`src/rtl/axis_rr_arbiter.sv`:
```
// N-to-1 AXI-Stream packet arbiter: round-robin at packet granularity with a
// single registered output stage feeding one shared downstream channel.

package axis_pkg;
   localparam int unsigned DataW = 64;
   localparam int unsigned KeepW = 8;
   localparam int unsigned IdW   = 8;
   localparam int unsigned DstW  = 8;
   localparam int unsigned UsrW  = 1;
endpackage

module axis_rr_arbiter
   import axis_pkg::*;
#(
   parameter  int unsigned NumIn  = 4,
   localparam int unsigned GrantW = $clog2(NumIn)
) (
   input  logic                     aclk,
   input  logic                     aresetn,
   input  logic [NumIn-1:0]         s_tvalid,
   output logic [NumIn-1:0]         s_tready,
   input  logic [NumIn*DataW-1:0]   s_tdata,
   input  logic [NumIn*KeepW-1:0]   s_tkeep,
   input  logic [NumIn-1:0]         s_tlast,
   input  logic [NumIn*IdW-1:0]     s_tid,
   input  logic [NumIn*DstW-1:0]    s_tdest,
   input  logic [NumIn*UsrW-1:0]    s_tuser,
   output logic                     m_tvalid,
   output logic [DataW-1:0]         m_tdata,
   output logic [KeepW-1:0]         m_tkeep,
   output logic                     m_tlast,
   output logic [IdW-1:0]           m_tid,
   output logic [DstW-1:0]          m_tdest,
   output logic [UsrW-1:0]          m_tuser,
   input  logic                     m_tready,
   output logic [GrantW-1:0]        grant_idx,
   output logic                     busy
);

   typedef enum logic {
      IDLE,
      LOCKED
   } state_e;

   state_e            state_q, state_d;
   logic [GrantW-1:0] rr_ptr_q, rr_ptr_d;
   logic [GrantW-1:0] grant_q, grant_d;
   logic              m_tvalid_q, m_tvalid_d;
   logic [DataW-1:0]  m_tdata_q;
   logic [KeepW-1:0]  m_tkeep_q;
   logic              m_tlast_q;
   logic [IdW-1:0]    m_tid_q;
   logic [DstW-1:0]   m_tdest_q;
   logic [UsrW-1:0]   m_tuser_q;

   logic [GrantW-1:0] winner;
   logic              any_req;
   logic              out_ready;
   logic              load;

   logic [DataW-1:0]  in_data [NumIn];
   logic [KeepW-1:0]  in_keep [NumIn];
   logic [IdW-1:0]    in_id   [NumIn];
   logic [DstW-1:0]   in_dest [NumIn];
   logic [UsrW-1:0]   in_user [NumIn];

   for (genvar gi = 0; gi < NumIn; gi++) begin : g_unpack
      assign in_data[gi] = s_tdata[gi*DataW +: DataW];
      assign in_keep[gi] = s_tkeep[gi*KeepW +: KeepW];
      assign in_id[gi]   = s_tid[gi*IdW +: IdW];
      assign in_dest[gi] = s_tdest[gi*DstW +: DstW];
      assign in_user[gi] = s_tuser[gi*UsrW +: UsrW];
   end

   // Scan rr_ptr, rr_ptr+1, ... (mod NumIn); one extra bit keeps the sum exact
   // so the modulo is a single conditional subtract for any NumIn.
   always_comb begin
      logic [GrantW:0] sum;
      sum     = '0;
      winner  = '0;
      any_req = 1'b0;
      for (int unsigned k = 0; k < NumIn; k++) begin
         sum = {1'b0, rr_ptr_q} + (GrantW+1)'(k);
         if (sum >= (GrantW+1)'(NumIn)) begin
            sum = sum - (GrantW+1)'(NumIn);
         end
         if (!any_req && s_tvalid[sum[GrantW-1:0]]) begin
            winner  = sum[GrantW-1:0];
            any_req = 1'b1;
         end
      end
   end

   assign out_ready = ~m_tvalid_q | m_tready;
   assign load      = (state_q == LOCKED) & s_tvalid[grant_q] & out_ready;

   always_ff @(posedge aclk or negedge aresetn) begin
      if (!aresetn) begin
         state_q  <= IDLE;
         rr_ptr_q <= '0;
         grant_q  <= '0;
      end else begin
         state_q  <= state_d;
         rr_ptr_q <= rr_ptr_d;
         grant_q  <= grant_d;
      end
   end

   always_comb begin
      state_d  = state_q;
      rr_ptr_d = rr_ptr_q;
      grant_d  = grant_q;
      unique case (state_q)
         IDLE: begin
            if (any_req) begin
               state_d = LOCKED;
               grant_d = winner;
            end
         end
         LOCKED: begin
            if (load && s_tlast[grant_q]) begin
               state_d  = IDLE;
               rr_ptr_d = (grant_q == GrantW'(NumIn-1)) ? '0 : grant_q + GrantW'(1);
            end
         end
         default: state_d = IDLE;
      endcase
   end

   always_comb begin
      s_tready = '0;
      busy     = 1'b0;
      if (state_q == LOCKED) begin
         s_tready[grant_q] = out_ready;
         busy              = 1'b1;
      end
   end

   always_comb begin
      m_tvalid_d = m_tvalid_q;
      if (load) begin
         m_tvalid_d = 1'b1;
      end else if (m_tready) begin
         m_tvalid_d = 1'b0;
      end
   end

   always_ff @(posedge aclk or negedge aresetn) begin
      if (!aresetn) begin
         m_tvalid_q <= 1'b0;
         m_tdata_q  <= '0;
         m_tkeep_q  <= '0;
         m_tlast_q  <= 1'b0;
         m_tid_q    <= '0;
         m_tdest_q  <= '0;
         m_tuser_q  <= '0;
      end else begin
         m_tvalid_q <= m_tvalid_d;
         if (load) begin
            m_tdata_q <= in_data[grant_q];
            m_tkeep_q <= in_keep[grant_q];
            m_tlast_q <= s_tlast[grant_q];
            m_tid_q   <= in_id[grant_q];
            m_tdest_q <= in_dest[grant_q];
            m_tuser_q <= in_user[grant_q];
         end
      end
   end

   assign m_tvalid  = m_tvalid_q;
   assign m_tdata   = m_tdata_q;
   assign m_tkeep   = m_tkeep_q;
   assign m_tlast   = m_tlast_q;
   assign m_tid     = m_tid_q;
   assign m_tdest   = m_tdest_q;
   assign m_tuser   = m_tuser_q;
   assign grant_idx = grant_q;

endmodule
```
`config.mk`:
```
export PLATFORM = sky130hd
export DESIGN_NAME = axis_rr_arbiter
export DESIGN_NICKNAME = d
export VERILOG_FILES = /design/src/rtl/axis_rr_arbiter.sv
export SDC_FILE = /design/constraint.sdc
export NUM_CORES = 1
export LEC_CHECK = 0
export BUFFER_PORTS_ARGS = -buffer_cell sky130_fd_sc_hd__clkbuf_2
export CAP_MARGIN = 5
export CORE_AREA = 2 2 180 182
export CTS_CLUSTER_DIAMETER = 120
export DETAILED_ROUTE_END_ITERATION = 16
export DIE_AREA = 0 0 182 184
export PLACE_DENSITY_LB_ADDON = 0.05
export SLEW_MARGIN = 5
export SYNTH_ARGS = -nofsm -noshare
export SYNTH_HDL_FRONTEND = slang
export SYNTH_SLANG_ARGS = --single-unit
```
`constraint.sdc`:
```
create_clock -name aclk -period 1.73 [get_ports aclk]
set_input_delay 0.0865 -clock aclk [delete_from_list [all_inputs] [get_ports aclk]]
set_output_delay 0.0865 -clock aclk [all_outputs]
set_load 0.01 [all_outputs]
```
* After elaboration in Yosys (flattened, before gate mapping)
Index checks and enable logic that the tools add are counted.
** Cells by class
- Add/subtract/negate cells :: 8
- Reduce and logical (&&, ||, !) cells :: 11
- Bitwise gates (word level) :: 7
- Eq/ne operators :: 1
- Mux-type cells :: 49
- $lt $le $gt $ge :: 11
** Operators by type and width (count)
- binary-select mux 64 bit (select 2 bit) :: 1
- 2-to-1 mux 64 bit :: 2
- binary-select mux 8 bit (select 2 bit) :: 3
- 2-to-1 mux 8 bit :: 6
- 2-to-1 mux 1 bit :: 18
- 2-to-1 mux 2 bit :: 9
- < comparator 2 x 3 -> 1 bit (second input constant) :: 5
- binary-select mux 1 bit (select 2 bit) :: 7
- greater-or-equal comparator 3 bit (second input constant) :: 4
- subtractor 2 x 1 -> 2 bit (second input constant) :: 4
- adder 2 x 2 -> 3 bit (second input constant) :: 2
- logical AND 1 bit :: 5
- AND 4 bit :: 1
- 2-to-1 mux 4 bit :: 1
- AND reduction 2 bit :: 2
- adder 2 x 1 -> 3 bit (second input constant) :: 1
- greater-or-equal comparator 2 x 3 -> 1 bit (second input constant) :: 1
- zero test 1 bit :: 3
- NOT 2 -> 3 bit :: 1
- adder 2 x 1 -> 2 bit (second input constant) :: 1
- AND 1 bit :: 2
- demux 1 bit (select 2 bit) :: 1
- == test 2 bit (second input constant) :: 1
- greater-or-equal comparator 2 x 1 -> 1 bit (second input constant) :: 1
- 4 further kinds :: 5
** Storage, ports and cells
- Input bits :: 367
- Bits in registers :: 96
- Word-level logic and storage cells :: 97

* Depth between registers and ports, before layout
Gate-level depths: netlist of run 1.
- Depth after elaboration :: 16
- Mapped depth :: 5

* Worst setup path before layout of run 1
Ideal clock, no wire load.
- Path type :: flip-flop to flip-flop
- From :: register grant_q[0], in the netlist grant_idx[0]
- To :: register m_tdata_q[62], in the netlist m_tdata[62]
- Data required time :: 1.602 ns
- Setup time :: 0.128 ns
- Buffers on the path :: 2
- Slack :: -0.193 ns
- Data arrival time :: 1.795 ns
- Cell stages (with the launch flop) :: 5
- Cell sequence :: dfrtp_1 -> buf_2 -> buf_2 -> mux4_2 -> mux2_1
** Between the ends
- Cells in the longest elaborated chain, start to end :: 4
- Elaborated cells between the ends (all ways) :: 8
- Classes of those cells :: 5 x mux; 3 x bitwise
** RTL lines
- start: declaration :: line 47 : logic [GrantW-1:0] grant_q, grant_d;
- start signal: assignment :: line 105 : grant_q <= grant_d;
- binary-select mux 1 bit (select 2 bit) or NOT 2 -> 3 bit (tied branches) :: line 95, 160
- 2-to-1 mux 1 bit (implied by the code) or binary-select mux 64 bit (select 2 bit) (tied branches) :: line 95, 160
- AND 1 bit or 2-to-1 mux 64 bit (tied branches) (2 in series) :: line 95, 160
- end signal: assignment :: line 160 : m_tdata_q <= in_data[grant_q];
- end: declaration :: line 49 : logic [DataW-1:0] m_tdata_q;
Parallel ways exist; a longest one is shown, timed or not. The select of a mux whose other input is x is not followed.
A chain may end at the register's enable or synchronous reset.

* Final worst setup path of run 1
- From :: register grant_q[0], in the netlist grant_idx[0]
- To :: register m_tdata_q[34], in the netlist m_tdata[34]
Same word-level chain as after synthesis.

==> results of run 1 <==
==> repair_timing <==
action	4_1_cts	5_1_grt
buffers inserted	4	4
gates cloned	2	9
hold buffers	1	0
setup endpoints to repair	96	97
gates resized for setup	18	68
pin swaps	0	1
hold endpoints to repair	28	0
==> logic make-up after synthesis <==
family / Yosys count / share of synthesized area
compound gates: 9 / 0.0100
fa+ha+maj: 4 / 0.00854
buf+inv: 34 / 0.0297
flops: 96 / 0.410
mux: 183 / 0.526
simple gates: 16 / 0.0160
==> final timing paths <==
check,from,to,slack [ns],cells after the start
hold reg to reg,m_tlast,m_tlast,0.48,2
setup / recovery,grant_idx[0],m_tdata[34],-0.13,5
max in group asynchronous,aresetn,m_tdata[53],0.84,3
hold / removal,s_tvalid[3],grant_idx[1],0.12,3
min in group asynchronous,aresetn,m_tdata[54],0.26,2
setup reg to reg,grant_idx[0],m_tdata[34],-0.13,5
==> critical path: cells and delay by family (launching register included) <==
| kind | cells | cell delay (ns) |
|---|---|---|
| mux | 2 | 0.87 |
| flops | 1 | 0.44 |
| buf+inv | 2 | 0.32 |
| simple gates | 1 | 0.11 |
==> final cells by class <==
class / instances / area (um^2) / share of cell area
inverters: 4 / 27.5 / 0.00280
well taps: 402 / 503 / 0.0511
clock buffers: 10 / 229 / 0.0233
multi-input cells: 212 / 3500 / 0.356
repair buffers: 510 / 3070 / 0.312
diodes: 1 / 2.50 / 0.000254
clock inverters: 6 / 90.1 / 0.00916
flip-flops and latches: 96 / 2410 / 0.245
==> sequential cells by signal, indices dropped and copies added, names as in the netlist <==
| name | count |
|---|---|
| grant_idx | 2 |
| state_q | 1 |
| m_tlast | 1 |
| m_tuser | 1 |
| m_tdest | 8 |
| m_tid | 8 |
| m_tvalid | 1 |
| m_tkeep | 8 |
| rr_ptr_q | 2 |
| m_tdata | 64 |
==> power groups by stage <==
stage | clock network [mW] | registers (mW) | logic, mW
finish | 2.21 | 4.16 | 11.1
floorplan | 0 | 4.60 | 5.36
global placement | 0 | 4.17 | 9.26
CTS | 2.35 | 4.14 | 9.86
global route | 2.43 | 4.33 | 12.0
detailed placement | 0 | 4.15 | 9.36
==> routing by layer <==
| layer | part of all wire | global-route usage | vias up | wire [um] |
|---|---|---|---|---|
| li1 | - | - | 2386 | - |
| met1 | 0.36 | 0.139 | 2590 | 8850 |
| met2 | 0.54 | 0.263 | 281 | 13200 |
| met3 | 0.082 | 0.0406 | 19 | 2000 |
| met4 | 0.013 | 0.0406 | 2 | 320 |
| met5 | 0.00037 | 0 | - | 9 |
==> synthesized netlist by cell type, types with 4 or more instances <==
library cell and count:
mux2_1 9, dfrtp_1 96, buf_2 10, ha_1 4, buf_4 9, clkbuf_1 11, mux4_2 91, mux2_2 81
inv_1 4, and3_1 4, nand2_1 5
==> metrics by stage <==
| step | hold WS (ns) | cell area [um^2] | util | worst slack [ns] | instances |
|---|---|---|---|---|---|
| finish | 0.115 | 9840 | 0.313 | -0.126 | 1241 |
| global route | 0.128 | 9840 | 0.313 | -0.178 | 1241 |
| CTS | 0.0808 | 9360 | 0.298 | -0.162 | 1227 |
| detailed placement | 0.108 | 8870 | 0.282 | -0.143 | 1204 |
| global placement | 0.103 | 8870 | 0.282 | -0.125 | 1204 |
| floorplan | -0.209 | 5890 | - | -0.0544 | 342 |
==> cell usage in the layout, fill, tap and decap left out, types with 5 or more instances in the layout <==
| master | count |
|---|---|
| clkbuf_2 | 460 |
| buf_12 | 11 |
| mux2_1 | 7 |
| mux4_2 | 91 |
| nand2_1 | 5 |
| clkbuf_16 | 15 |
| mux2_2 | 36 |
| buf_6 | 7 |
| mux2_4 | 47 |
| buf_4 | 18 |
| dfrtp_1 | 94 |
==> results.sh, run 1 <==
export IMPL_routedWlPerCell_um=19.6
export IMPL_hp_class="input pin to flip-flop"
export IMPL_cts_tree="done"
export IMPL_violations="negative setup slack"
export IMPL_dieArea_mm2=0.0335
export IMPL_placement_io_buffers=464
export IMPL_clk_pin_slew_ns=0.07
export IMPL_drc=0
export IMPL_via_count=5278
export IMPL_syn_area_mm2=0.00586
export IMPL_drt_iter0_drc=123
export IMPL_hpwl_um=19000
export IMPL_cp_slowest_stage_delay_ns=0.54
export IMPL_clk_path_buf_depth=2
export IMPL_layout_nets=1204
export IMPL_period_minus_slack_ns=1.86
export IMPL_drt_pass1_iterations=4
export IMPL_post_route_period_util=1.07
export IMPL_power_mw=17.5
export IMPL_worstPathRequired_ns=1.96
export IMPL_path_common_cell="buf_12"
export IMPL_critPathArrivalTime_ns=2.09
export IMPL_clk_latency_ns=0.35
export IMPL_worst_pin_slew_ns=0.526
export IMPL_powerDensity_mw_per_mm2=1780
export IMPL_netlist_instances=342
export IMPL_grt_max_degree=38
export IMPL_cts_made_buffers=9
export IMPL_vdd_drop_max_uv=660
export IMPL_fin_worst_skew_ns=0.0156
export IMPL_grt_overflow=0
export IMPL_cp_slowest_cell="mux4_2"
export IMPL_antenna_found_initial=2
export IMPL_setup_worst_path_start_class="flip-flop"
export IMPL_grt_pass1_vias=5983
export IMPL_synth_nets=713
export IMPL_avgSynthCellArea_um2=17.1
export IMPL_ys_flop_type="dfrtp_1"
export IMPL_outcome="finished, violations left"
export IMPL_rsz0062_at_grt="yes"
export IMPL_synth_yosys_seq_area_share=0.410
export IMPL_ant_nets=0
export IMPL_synthArstFlopShare=1.00
export IMPL_ys_ff_latch=96
export IMPL_worstPathCellList="mux4_2, nand3_4, buf_12, buf_12, mux2_2"
export IMPL_area_growth_pct=67.8
export IMPL_yosysTopAreaCell="dfrtp_1"
export IMPL_seqPwrFrac=0.238
export IMPL_hold_violations=0
export IMPL_num_io_pins=465
export IMPL_dieWidth_um=182
export IMPL_grt_total_usage=0.135
export IMPL_p_switching_mw=6.19
export IMPL_ctsHtreeMaxLevel=3
export IMPL_synthTopCellsByArea="dfrtp_1, mux4_2, mux2_2"
export IMPL_grt_pass1_wl_um=34100
export IMPL_relSlewSlack=0.650
export IMPL_drive_above_1_share=0.844
export IMPL_slew_viol_final=0
export IMPL_critPathCaptureType="flip-flop"
export IMPL_fillers=3253
export IMPL_vias_per_cell=4.25
export IMPL_ctsRootBufferMaster="clkbuf_16"
export IMPL_dieHeight_um=184
export IMPL_coreArea_mm2=0.0314
export IMPL_p_int_mw=11.3
export IMPL_ys_types=25
export IMPL_fin_ws_ns=-0.126
export IMPL_finalSetupViolations=91
export IMPL_power_leakage_nw=4.85
export IMPL_synth_top_area_frac=0.410
export IMPL_synth_edf_count=0
export IMPL_setup_worst_path_class="flip-flop to flip-flop"
export IMPL_finalSetupTns_ns=-9.15
export IMPL_fmax_mhz=539
export IMPL_gp_congestion=0.795
export IMPL_yosys_warnings=0
export IMPL_pwr_share_comb=0.635
export IMPL_cap_violations=0
export IMPL_clkPwrFrac=0.127
export IMPL_cp_max_fo=8
export IMPL_power_switching_share=0.354
export IMPL_cts_sinks=96
export IMPL_rows=65
export IMPL_drt_total_wl_um=24400
export IMPL_start_util=0.187
(Power assumes the default switching activity.)
==> inputs of run 2 (changes only) <==
--- a/config.mk
+++ b/config.mk
@@ -7,10 +7,10 @@
 export LEC_CHECK = 0
 export BUFFER_PORTS_ARGS = -buffer_cell sky130_fd_sc_hd__clkbuf_2
 export CAP_MARGIN = 5
-export CORE_AREA = 2 2 180 182
+export CORE_AREA = 5 5 178 180
 export CTS_CLUSTER_DIAMETER = 120
 export DETAILED_ROUTE_END_ITERATION = 16
-export DIE_AREA = 0 0 182 184
+export DIE_AREA = 0 0 183 185
 export PLACE_DENSITY_LB_ADDON = 0.05
 export SLEW_MARGIN = 5
 export SYNTH_ARGS = -nofsm -noshare
==> results.sh, run 2 (same netlist as run 1, synthesis figures left out) <==
export IMPL_coreArea_mm2=0.0300
export IMPL_finalSetupViolations=94
export IMPL_rows=64
export IMPL_hp_class="input pin to flip-flop"
export IMPL_rsz0062_at_grt="yes"
export IMPL_grt_pass1_wl_um=33900
export IMPL_holdPathStages=3
export IMPL_cts_made_buffers=9
export IMPL_relSlewSlack=0.711
export IMPL_worstPathRequired_ns=1.96
export IMPL_vias_per_cell=4.28
export IMPL_vdd_drop_max_uv=570
export IMPL_layout_nets=1190
export IMPL_worst_pin_slew_ns=0.434
export IMPL_cp_slowest_stage_delay_ns=0.55
export IMPL_slew_viol_final=0
export IMPL_fin_worst_skew_ns=0.0104
export IMPL_cts_tree="done"
export IMPL_drc=0
export IMPL_grt_pass1_vias=5979
export IMPL_violations="negative setup slack"
export IMPL_grt_total_usage=0.131
export IMPL_cp_max_fo=8
export IMPL_powerDensity_mw_per_mm2=1720
export IMPL_fillers=3093
export IMPL_ctsHtreeMaxLevel=3
export IMPL_dieWidth_um=183
export IMPL_num_io_pins=465
export IMPL_period_minus_slack_ns=1.89
export IMPL_fin_ws_ns=-0.157
export IMPL_cp_slowest_cell="mux4_2"
export IMPL_critPathCaptureType="flip-flop"
export IMPL_power_mw=16.3
export IMPL_clk_path_buf_depth=2
export IMPL_cap_violations=0
export IMPL_mostFrequentLayoutCells="clkbuf_2, dfrtp_1, mux4_2"
export IMPL_clk_latency_ns=0.35
export IMPL_drive_above_1_share=0.840
export IMPL_fmax_mhz=530
export IMPL_start_util=0.195
export IMPL_area_growth_pct=61.6
export IMPL_hold_violations=0
export IMPL_antenna_found_initial=0
export IMPL_power_leakage_nw=4.68
export IMPL_placement_io_buffers=464
export IMPL_drt_iter0_drc=107
export IMPL_final_common_cell="clkbuf_2"
export IMPL_setup_worst_path_start_class="flip-flop"
export IMPL_worstPathCellList="mux4_2, nand3_4, buf_12, buf_12, mux2_2"
export IMPL_path_common_cell="buf_12"
export IMPL_routedWlPerCell_um=19.4
export IMPL_grt_max_degree=54
export IMPL_via_count=5217
export IMPL_r2r_start="grant_idx[0]"
export IMPL_grt_overflow=0
export IMPL_hold_slack_ns=0.0835
export IMPL_drt_total_wl_um=23700
export IMPL_cts_sinks=96
export IMPL_ant_nets=0
export IMPL_ff2ff_path_depth=5
export IMPL_dieArea_mm2=0.0339
export IMPL_outcome="finished, violations left"
export IMPL_min_from="s_tvalid[3]"
export IMPL_ctsRootBufferMaster="clkbuf_16"
export IMPL_crit_start="grant_idx[0]"
export IMPL_gp_congestion=0.894
export IMPL_antenna_cells=0
export IMPL_clk_pin_slew_ns=0.07
export IMPL_dieHeight_um=185
export IMPL_post_route_period_util=1.09
export IMPL_hpwl_um=19600
export IMPL_setup_worst_path_class="flip-flop to flip-flop"
export IMPL_largest_reg_flops=64
export IMPL_drt_pass1_iterations=6
export IMPL_critPathArrivalTime_ns=2.12
-- run 2: cell types whose count changed in the layout (fill, tap and decap cells not counted), moves of 3 or more --
cell	before	now
mux2_4	47	41
buf_6	7	1
buf_4	18	14
clkbuf_2	460	463
mux2_2	36	44
clkbuf_16	15	12
-- run 2: per-stage QoR --
step / cells / instance area [um^2] / utilization / setup WS [ns] / setup TNS (ns)
after floorplan: 342 / 5890 / - / -0.0544 / -4.64
after global placement: 1195 / 8840 / 0.294 / -0.161 / -10.93
after detailed placement: 1195 / 8840 / 0.294 / -0.204 / -14.69
after CTS: 1217 / 9290 / 0.309 / -0.143 / -10.12
after global routing: 1220 / 9470 / 0.315 / -0.195 / -14.19
final: 1220 / 9470 / 0.315 / -0.157 / -9.46
-- run 2: what timing repair did --
| item | in CTS | in global routing |
|---|---|---|
| endpoints found under the setup margin | 93 | 95 |
| hold buffers | 1 | 0 |
| endpoints found under the hold margin | 26 | 0 |
| resized for setup | 18 | 35 |
| pin swaps | 1 | 0 |
| gates cloned | 2 | 3 |
| buffers inserted | 3 | 1 |
-- run 2: worst paths after layout --
kind / end / slack, ns
max: m_tdata[53] / -0.16
max reg2reg: m_tdata[53] / -0.16
min reg2reg: m_tlast / 0.48
max in group asynchronous: m_tdest[1] / 0.80
min in group asynchronous: m_tdata[36] / 0.26
min: grant_idx[1] / 0.08
-- run 2: area by class of cell --
class                      instances  area, um^2  share of cell area
inverter                           4        15.0             0.00158
multi-input combinational        212        3450               0.364
clock buffer                      11         253              0.0267
timing repair buffer             496        2810               0.297
clock inverter                     5        38.8             0.00409
sequential                        96        2410               0.254
tap                              396         495              0.0523
-- run 2: worst max-delay path: cells and delay by family, from the launching register on --
kind	cells	cell delay, ns
multiplexers	2	0.88
flip-flops	1	0.43
buffers and inverters	2	0.32
AND/OR/NAND/NOR	1	0.14
-- run 2: power by group --
group / leakage (nW) / internal, mW / switching, mW
Sequential: 1.12 / 3.47 / 0.651
Combinational: 3.41 / 5.93 / 4.29
Clock: 0.143 / 1.07 / 0.915
Total: 4.68 / 10.5 / 5.86
-- run 2: layer usage --
layer,vias to the layer above,track usage,wire length [um]
li1,2351,-,-
met1,2596,0.142,8580
met2,255,0.246,12900
met3,15,0.0422,1930
met4,0,0.0313,297
met5,-,0,0
